==> config.mk <==
export PLATFORM = sky130hd
export DESIGN_NAME = sqrt_engine
export DESIGN_NICKNAME = d
export VERILOG_FILES = /design/src/rtl/sqrt_pkg.sv /design/src/rtl/sqrt_datapath.sv /design/src/rtl/sqrt_engine.sv
export SDC_FILE = /design/constraint.sdc
export NUM_CORES = 1
export LEC_CHECK = 0
export BUFFER_PORTS_ARGS = -buffer_cell sky130_fd_sc_hd__buf_4
export CAP_MARGIN = 20
export CORE_MARGIN = 8
export CORE_UTILIZATION = 35
export DETAILED_ROUTE_END_ITERATION = 10
export GPL_TIMING_DRIVEN = 0
export PLACE_DENSITY = 0.58
export SLEW_MARGIN = 20
export SYNTH_ARGS = -nofsm -noshare
export SYNTH_HDL_FRONTEND = slang
export SYNTH_SLANG_ARGS = --single-unit
==> constraint.sdc <==
create_clock -name clock -period 2.4 [get_ports clock]
set_input_delay 0.12 -clock clock [delete_from_list [all_inputs] [get_ports clock]]
set_output_delay 0.12 -clock clock [all_outputs]
set_load 0.01 [all_outputs]
==> src/rtl/sqrt_pkg.sv <==
// Shared constants for the integer square-root engine: FSM encoding and
// datapath algorithm selectors.
package sqrt_pkg;

  localparam logic [1:0] ST_IDLE = 2'd0;
  localparam logic [1:0] ST_ITER = 2'd1;
  localparam logic [1:0] ST_DONE = 2'd2;

  localparam int unsigned MODE_ODD_SUM = 0;
  localparam int unsigned MODE_DIGIT   = 1;

endpackage

==> src/rtl/sqrt_datapath.sv <==
// Square-root datapath: odd-sum search or restoring digit-by-digit iteration,
// plus the result registers that hold root/remainder between results.
module sqrt_datapath
  import sqrt_pkg::*;
#(
  parameter int unsigned WIDTH = 8,
  parameter int unsigned MODE  = MODE_DIGIT
) (
  input  logic               clk,
  input  logic               rst_n,
  input  logic               load_i,
  input  logic               step_i,
  input  logic [WIDTH-1:0]   radicand_i,
  output logic               last_c,
  output logic [WIDTH/2-1:0] root_o,
  output logic [WIDTH/2:0]   rem_o
);

  localparam int unsigned HW = WIDTH / 2;

  logic [HW-1:0] res_root_c;
  logic [HW:0]   res_rem_c;

  generate
    if (MODE == MODE_ODD_SUM) begin : g_odd_sum
      // Invariant: sq_q = (r_q+1)^2, delta_q = 2*r_q+3
      logic [WIDTH-1:0] a_q;
      logic [HW-1:0]    r_q;
      logic [WIDTH:0]   sq_q;
      logic [HW+1:0]    delta_q;
      logic             fits_c;
      logic [WIDTH:0]   prev_sq_c;

      assign fits_c    = sq_q <= {1'b0, a_q};
      assign prev_sq_c = sq_q - (WIDTH+1)'(delta_q) + (WIDTH+1)'(2);

      always_ff @(posedge clk or negedge rst_n) begin
        if (!rst_n) begin
          a_q     <= '0;
          r_q     <= '0;
          sq_q    <= '0;
          delta_q <= '0;
        end else if (load_i) begin
          a_q     <= radicand_i;
          r_q     <= '0;
          sq_q    <= (WIDTH+1)'(1);
          delta_q <= (HW+2)'(3);
        end else if (step_i && fits_c) begin
          r_q     <= r_q + HW'(1);
          sq_q    <= sq_q + (WIDTH+1)'(delta_q);
          delta_q <= delta_q + (HW+2)'(2);
        end
      end

      assign last_c     = !fits_c;
      assign res_root_c = r_q;
      assign res_rem_c  = (HW+1)'({1'b0, a_q} - prev_sq_c);
    end else begin : g_digit
      localparam int unsigned CW = (HW > 1) ? $clog2(HW) : 1;

      logic [WIDTH-1:0] sh_q;
      logic [HW-1:0]    r_q;
      logic [HW:0]      part_q;
      logic [CW-1:0]    cnt_q;
      logic [HW+2:0]    shifted_c;
      logic [HW+2:0]    trial_c;
      logic             ge_c;
      logic [HW:0]      diff_c;
      logic [HW-1:0]    r_next_c;

      // Bring down the next radicand bit pair and try subtracting 4r+1
      assign shifted_c = {part_q, sh_q[WIDTH-1 -: 2]};
      assign trial_c   = {1'b0, r_q, 2'b01};
      assign ge_c      = shifted_c >= trial_c;
      assign diff_c    = ge_c ? (HW+1)'(shifted_c - trial_c) : shifted_c[HW:0];
      assign r_next_c  = {r_q[HW-2:0], ge_c};

      always_ff @(posedge clk or negedge rst_n) begin
        if (!rst_n) begin
          sh_q   <= '0;
          r_q    <= '0;
          part_q <= '0;
          cnt_q  <= '0;
        end else if (load_i) begin
          sh_q   <= radicand_i;
          r_q    <= '0;
          part_q <= '0;
          cnt_q  <= '0;
        end else if (step_i) begin
          sh_q   <= {sh_q[WIDTH-3:0], 2'b00};
          r_q    <= r_next_c;
          part_q <= diff_c;
          cnt_q  <= cnt_q + CW'(1);
        end
      end

      assign last_c     = cnt_q == CW'(HW - 1);
      assign res_root_c = r_next_c;
      assign res_rem_c  = diff_c;
    end
  endgenerate

  // Results only change on the final iteration edge
  always_ff @(posedge clk or negedge rst_n) begin
    if (!rst_n) begin
      root_o <= '0;
      rem_o  <= '0;
    end else if (step_i && last_c) begin
      root_o <= res_root_c;
      rem_o  <= res_rem_c;
    end
  end

endmodule

==> src/rtl/sqrt_engine.sv <==
// Integer square-root engine: IDLE/ITER/DONE control around sqrt_datapath,
// with registered busy/valid status.
module sqrt_engine
  import sqrt_pkg::*;
#(
  parameter int unsigned WIDTH = 8,
  parameter int unsigned MODE  = MODE_DIGIT
) (
  input  logic               clock,
  input  logic               clear_n,
  input  logic               start,
  input  logic [WIDTH-1:0]   radicand,
  output logic               busy,
  output logic               valid,
  output logic [WIDTH/2-1:0] root,
  output logic [WIDTH/2:0]   remainder
);

  logic [1:0] state_q;
  logic [1:0] state_d;
  logic       accept_c;
  logic       step_c;
  logic       last_c;

  assign accept_c = start && (state_q != ST_ITER);
  assign step_c   = state_q == ST_ITER;

  always_comb begin
    state_d = state_q;
    case (state_q)
      ST_IDLE: if (start) state_d = ST_ITER;
      ST_ITER: if (last_c) state_d = ST_DONE;
      ST_DONE: state_d = start ? ST_ITER : ST_IDLE;
      default: state_d = ST_IDLE;
    endcase
  end

  // Status flags are registered alongside the state they decode
  always_ff @(posedge clock or negedge clear_n) begin
    if (!clear_n) begin
      state_q <= ST_IDLE;
      busy    <= 1'b0;
      valid   <= 1'b0;
    end else begin
      state_q <= state_d;
      busy    <= state_d == ST_ITER;
      valid   <= state_d == ST_DONE;
    end
  end

  sqrt_datapath #(
    .WIDTH(WIDTH),
    .MODE (MODE)
  ) u_datapath (
    .clk       (clock),
    .rst_n     (clear_n),
    .load_i    (accept_c),
    .step_i    (step_c),
    .radicand_i(radicand),
    .last_c    (last_c),
    .root_o    (root),
    .rem_o     (remainder)
  );

endmodule

# Yosys cells after proc, flatten, opt, wreduce, memory -nomap -nowiden
# Cells that the tools add are included.
totals:
  reg_bits: 32
  input_bits: 11
  out_inout_bits: 11
classes:
  addsub: 2
  order_cmp: 1
  n_eq_ne: 6
  mux: 13
  n_reduce_logical: 4
ops:
  columns: ["operator", "n"]
  rows:
  - ["8-bit 2-to-1 mux", 2]
  - ["5-bit 2-to-1 mux", 3]
  - ["2-bit 2-to-1 mux", 4]
  - ["4-bit 2-to-1 mux", 2]
  - ["7-bit by 6-bit >= comparator with 1-bit output", 1]
  - ["2-bit == test (second input constant)", 3]
  - ["2-bit case mux with 3 select lines", 1]
  - ["5-bit subtractor", 1]
  - ["2-bit by 1-bit == test with 1-bit output (second input constant)", 2]
  - ["2-bit by 1-bit adder with 2-bit output (second input constant)", 1]
  - ["1-bit logical AND", 2]
  - ["2-bit zero test", 1]
  - ["2-bit by 1-bit != test with 1-bit output (second input constant)", 1]
  - ["2-bit nonzero test", 1]
  - ["1-bit 2-to-1 mux", 1]

# Logic depth before layout (Yosys ltp)
depth:
  ltp_word: 4
  mapped_depth: 7
  depth_no_buf: 7

# Cells and area by module
# Synthesis repeated with hierarchy kept, for this count alone.
hier_totals:
  hier_cells: 151
  area_unflattened_um2: 1557.7
by_module_without_submodules:
  columns: ["module", "instances", "cells_per_inst", "area_each_um2", "seq_area_each_um2"]
  rows:
  - ["sqrt_datapath", 1, 139, 1406.3, 700.7]
  - ["sqrt_engine", 1, 12, 151.4, 100.1]

# Least setup slack after synthesis
# Ideal clock, no wire load.
synth_path:
  path_type: "reg-to-reg"
  startpoint: "reg u_datapath.g_digit.part_q[2]"
  endpoint: "reg u_datapath.rem_o[1]"
  setup_time_ps: 74
  t_arrival_ps: 1711
  slack_ps: 615
  path_stages_with_launch: 7
  n_path_buf: 0
  path_cell_list: "dfrtp_1 ha_1 a21o_1 a211oi_4 o21ai_2 mux2_4 o21ai_2"
synth_via:
  elab_chain_cells: 2
synth_lines:
  columns: ["element", "line_no", "rtl"]
  rows:
  - ["from (decl)", "sqrt_datapath.sv:63", "logic [HW:0] part_q;"]
  - ["from (signal assigned)", "sqrt_datapath.sv:92", "part_q <= diff_c;"]
  - ["7-bit by 6-bit >= comparator with 1-bit output", "sqrt_datapath.sv:74", "assign ge_c = shifted_c >= trial_c;"]
  - ["5-bit 2-to-1 mux", "sqrt_datapath.sv:75", "assign diff_c = ge_c ? (HW+1)'(shifted_c - trial_c) : shifted_c[HW:0];"]
  - ["to (signal assigned)", "sqrt_datapath.sv:110", "rem_o <= res_rem_c;"]
  - ["to (decl)", "sqrt_datapath.sv:16", "output logic [WIDTH/2:0] rem_o"]
# No other way between the ends.
# A chain may end at the register's enable or synchronous reset.

# Final worst setup path
layout_path:
  startpoint: "reg u_datapath.g_digit.r_q[2]"
  endpoint: "reg u_datapath.g_digit.part_q[3]"
layout_via:
  elab_chain_cells: 4
layout_lines:
  columns: ["element", "line_no", "rtl"]
  rows:
  - ["from (decl)", "sqrt_datapath.sv:62", "logic [HW-1:0] r_q;"]
  - ["from (signal assigned)", "sqrt_datapath.sv:91", "r_q <= r_next_c;"]
  - ["7-bit by 6-bit >= comparator with 1-bit output", "sqrt_datapath.sv:74", null]
  - ["5-bit 2-to-1 mux", "sqrt_datapath.sv:75", null]
  - ["5-bit 2-to-1 mux", "sqrt_datapath.sv:89", "end else if (step_i) begin"]
  - ["5-bit 2-to-1 mux", "sqrt_datapath.sv:84", "end else if (load_i) begin"]
# No other way between the ends. The select of a mux whose other input is x is not followed.

==> results.txt <==
Worst Setup Slack, final: 0.4043 ns
I/O pin count: 22
Total track usage: 0.1074
Final weighted congestion in routability-driven placement: 0.8504
Via count of the first global-routing pass: 1219
Ys Warns: 0
Critical setup path kind: register to register
Worst Hold Class: primary input to register
Clock Tree Root: clkbuf_8
Global-route wire length before repair: 5506 um
Proportion of synthesized chip area in sequential cells: 0.5212
Number of instances on the worst hold path: 3
Count of fill cells added during filler insertion: 425
#FFs+latches synth: 32
Worst reg-to-reg path cell count: 7
Initial Utilization: 0.3578
Wire length reported by the detailed router: 3248 um
Mapped Avg Cell Area: 10.45 um2
Average wire per cell in the routed design: 14.25 um
Pleak: 0.8854 nW
Vias: 1132
Count of hold-fix buffers inserted at cts: 1
Fraction of synthesis flops using an asynchronous set or reset pin: 1.000
Total of cells resized after clock tree synthesis: 0
Max-slew violation count: 0
Syn Std Cell Area: 1536 um2
Worst Hold Slack: 0.08450 ns
Element type at the critical path end: register
Clock sink total: 32
WP data arrival: 2.14 ns
Worst skew pair latency: 0.28 ns
Final nets: 194
Worst-case hold path end point: u_datapath.g_digit.sh_q[1]
Post-layout min period: 1.996 ns
Number of design rule violations left after detail routing: 0
Max-Slew Margin vs Limit: 0.6051
Number of optimization iterations in the first detailed-route pass: 5
Minimum setup slack after placement: 0.4536 ns
Instance count of the mapped netlist: 147
Reg-to-Reg End: u_datapath.g_digit.part_q[3]
Number of port buffers: 21
Worst stage delay on the critical path: 0.39 ns
Syn nets: 165
Total congestion overflow after global routing: 0
Clock buffer depth: 2
Core Region: 4294 um2
Total half-perimeter wirelength after legalization and detailed placement: 2398 um
TritonCTS clock tree: built
Clock skew: 0.008035 ns
Number of enable-type register cells in the synthesized netlist: 0
Via count normalized by instance count: 4.965
Largest delay share family, worst path: compound AO/OA/AOI/OAI gates
IR drop worst, VDD: 431.9 uV
Number of maximum-capacitance violations: 0
Cell chain of the critical path: inv_1 > ha_1 > a21o_1 > a211oi_4 > o21ai_0 > a22oi_1 > o21ai_0
Area of the die: 6766 um2
Buffering stage count on the worst path with inverters included: 1
FP Rows: 24
# H-tree levels: 2
Buffer count from post-CTS setup fixing: 0
Vertical extent of the die: 82.26 um
Number of antenna cells inserted: 0
Share of post-route cells with drive strength above 1: 0.1989
Hold_sp: radicand[1]
Inserted Clock Buffers: 5
Final worst-path cycle share: 0.8315
Crit Reg-Reg Startpoint: u_datapath.g_digit.r_q[2]
Power Dens Cells: 1502 nW/um2
Critical Path Slowest Stage Cell: dfrtp_1
Final cell utilization of the core: 0.4301
Setup-violating endpoint count in the final report: 0
Achievable Freq: 0.5011 GHz
Antenna violations before repair: 0
Worst Path Required: 2.54 ns
Primary FF master, synth: dfrtp_1
Synth-to-Final Area Change: 20.20%
Post-detailed-route count of antenna-violating nets: 0
Clock-pin slew reported for the worst setup and hold paths after clock tree synthesis: 0.06 ns
R2R Setup Slk: 0.40 ns
Setup repair after global routing missed its margin: no
Most prevalent standard cell on the critical path: o21ai_0
Final count of hold timing violations: 0
Distinct cell type count after synthesis: 26
Number of DRC markers after the initial detailed-route iteration: 57
Maximum fanout along the worst path: 3
Pin count of the biggest net entering global routing: 33
Run status: complete, no violations
Die extent in x: 82.26 um
Count of cell instances traversed by the critical path: 7
Worst Max-Slew Pin Slew: 0.5924 ns
Nature of the critical path startpoint: register
Final-layout setup total negative slack: 0 ns
==> cell type report <==
type                            count  area [um2]  share of cell area
Buffer                              8       30.03             0.01626
Clock buffer                        6       72.57             0.03930
Clock inverter                      1       5.005            0.002710
Inverter                            8       30.03             0.01626
Multi-Input combinational cell     99       675.6              0.3659
Sequential cell                    32       800.8              0.4336
Tap cell                           52       65.06             0.03523
Timing Repair Buffer               22       167.7             0.09079
==> layout by cell type (no fill, tap or decap), types with 2 or more instances in the layout <==
master	count
o21ai_0	20
inv_1	8
dfrtp_1	32
mux2i_1	10
o31ai_1	4
nor2_1	6
clkbuf_1	8
nand2b_1	2
xnor2_1	3
ha_1	7
o21ai_2	3
buf_4	21
mux2_2	2
clkbuf_8	5
o21a_1	2
nand2_1	23
nand3b_1	7
==> worst max path at each step <==
stage,endpoint,slack (ns),from
floorplan,u_datapath.rem_o[1],0.62,u_datapath.g_digit.part_q[2]
global placement,u_datapath.g_digit.part_q[1],0.49,u_datapath.g_digit.r_q[2]
global route,u_datapath.g_digit.part_q[3],0.30,u_datapath.g_digit.r_q[2]
finish,u_datapath.g_digit.part_q[3],0.40,u_datapath.g_digit.r_q[2]
CTS,u_datapath.g_digit.part_q[3],0.40,u_datapath.g_digit.r_q[2]
detailed placement,u_datapath.g_digit.part_q[1],0.45,u_datapath.g_digit.r_q[2]
==> worst min-delay path: cells and delay by family <==
kind,cells,cell delay [ns]
multiplexers,1,0.05
AND/OR/NAND/NOR,1,0.08
buffers and inverters,1,0.08
==> Yosys cell counts, drive strengths merged, types with 2 or more instances <==
cell,instances,share of area
clkbuf,7,0.017
mux2i,10,0.065
o31ai,4,0.020
o21ai,23,0.082
a21oi,2,0.0090
nor2,6,0.015
nand3b,7,0.034
xnor2,3,0.017
nand2,23,0.056
nand2b,2,0.0081
mux2,3,0.024
dfrtp,32,0.52
ha,7,0.057
inv,8,0.020
o21a,2,0.0098
==> cells by family (layout without fill, tap and decap cells) <==
kind of cell / count (synthesis) / after routing / synth area share
multiplexers: 13 / 13 / 0.08958
adder cells (fa/ha/maj): 7 / 7 / 0.05700
AND/OR/NAND/NOR: 41 / 41 / 0.1270
flip-flops: 32 / 32 / 0.5212
buffers and inverters: 16 / 45 / 0.03909
AO/OA/AOI/OAI: 34 / 34 / 0.1433
XOR/XNOR: 4 / 4 / 0.02281
==> power by group <==
part	switching, mW	total (mW)	internal (mW)	leakage (nW)
Sequential	0.149	0.938	0.789	0.404
Combinational	0.829	1.46	0.626	0.441
Clock	0.183	0.380	0.197	0.0410
Total	1.16	2.77	1.61	0.885
==> stage by stage <==
step	total power, mW	cells	area, um2
3_3_place_gp	2.331	220	1759
6_report	2.773	228	1847
2_1_floorplan	1.954	147	1536
3_5_place_dp	2.396	220	1759
4_1_cts	2.804	228	1847
5_1_grt	3.030	228	1847
==> flip-flops by register name, indices dropped and copies added (netlist names) <==
signal                     count
u_datapath.g_digit.sh_q        8
u_datapath.g_digit.part_q      5
u_datapath.rem_o               5
u_datapath.g_digit.r_q         4
u_datapath.root_o              4
state_q                        2
u_datapath.g_digit.cnt_q       2
busy                           1
valid                          1
==> metal layers <==
metal	GRT usage	vias up	wire length [um]
met5	0	-	0
met4	0.06316	0	62
met3	0.03680	7	234
met2	0.1668	31	1491
met1	0.1262	539	1460
li1	-	555	-
Note: power is estimated with default switching activity, not from simulation.
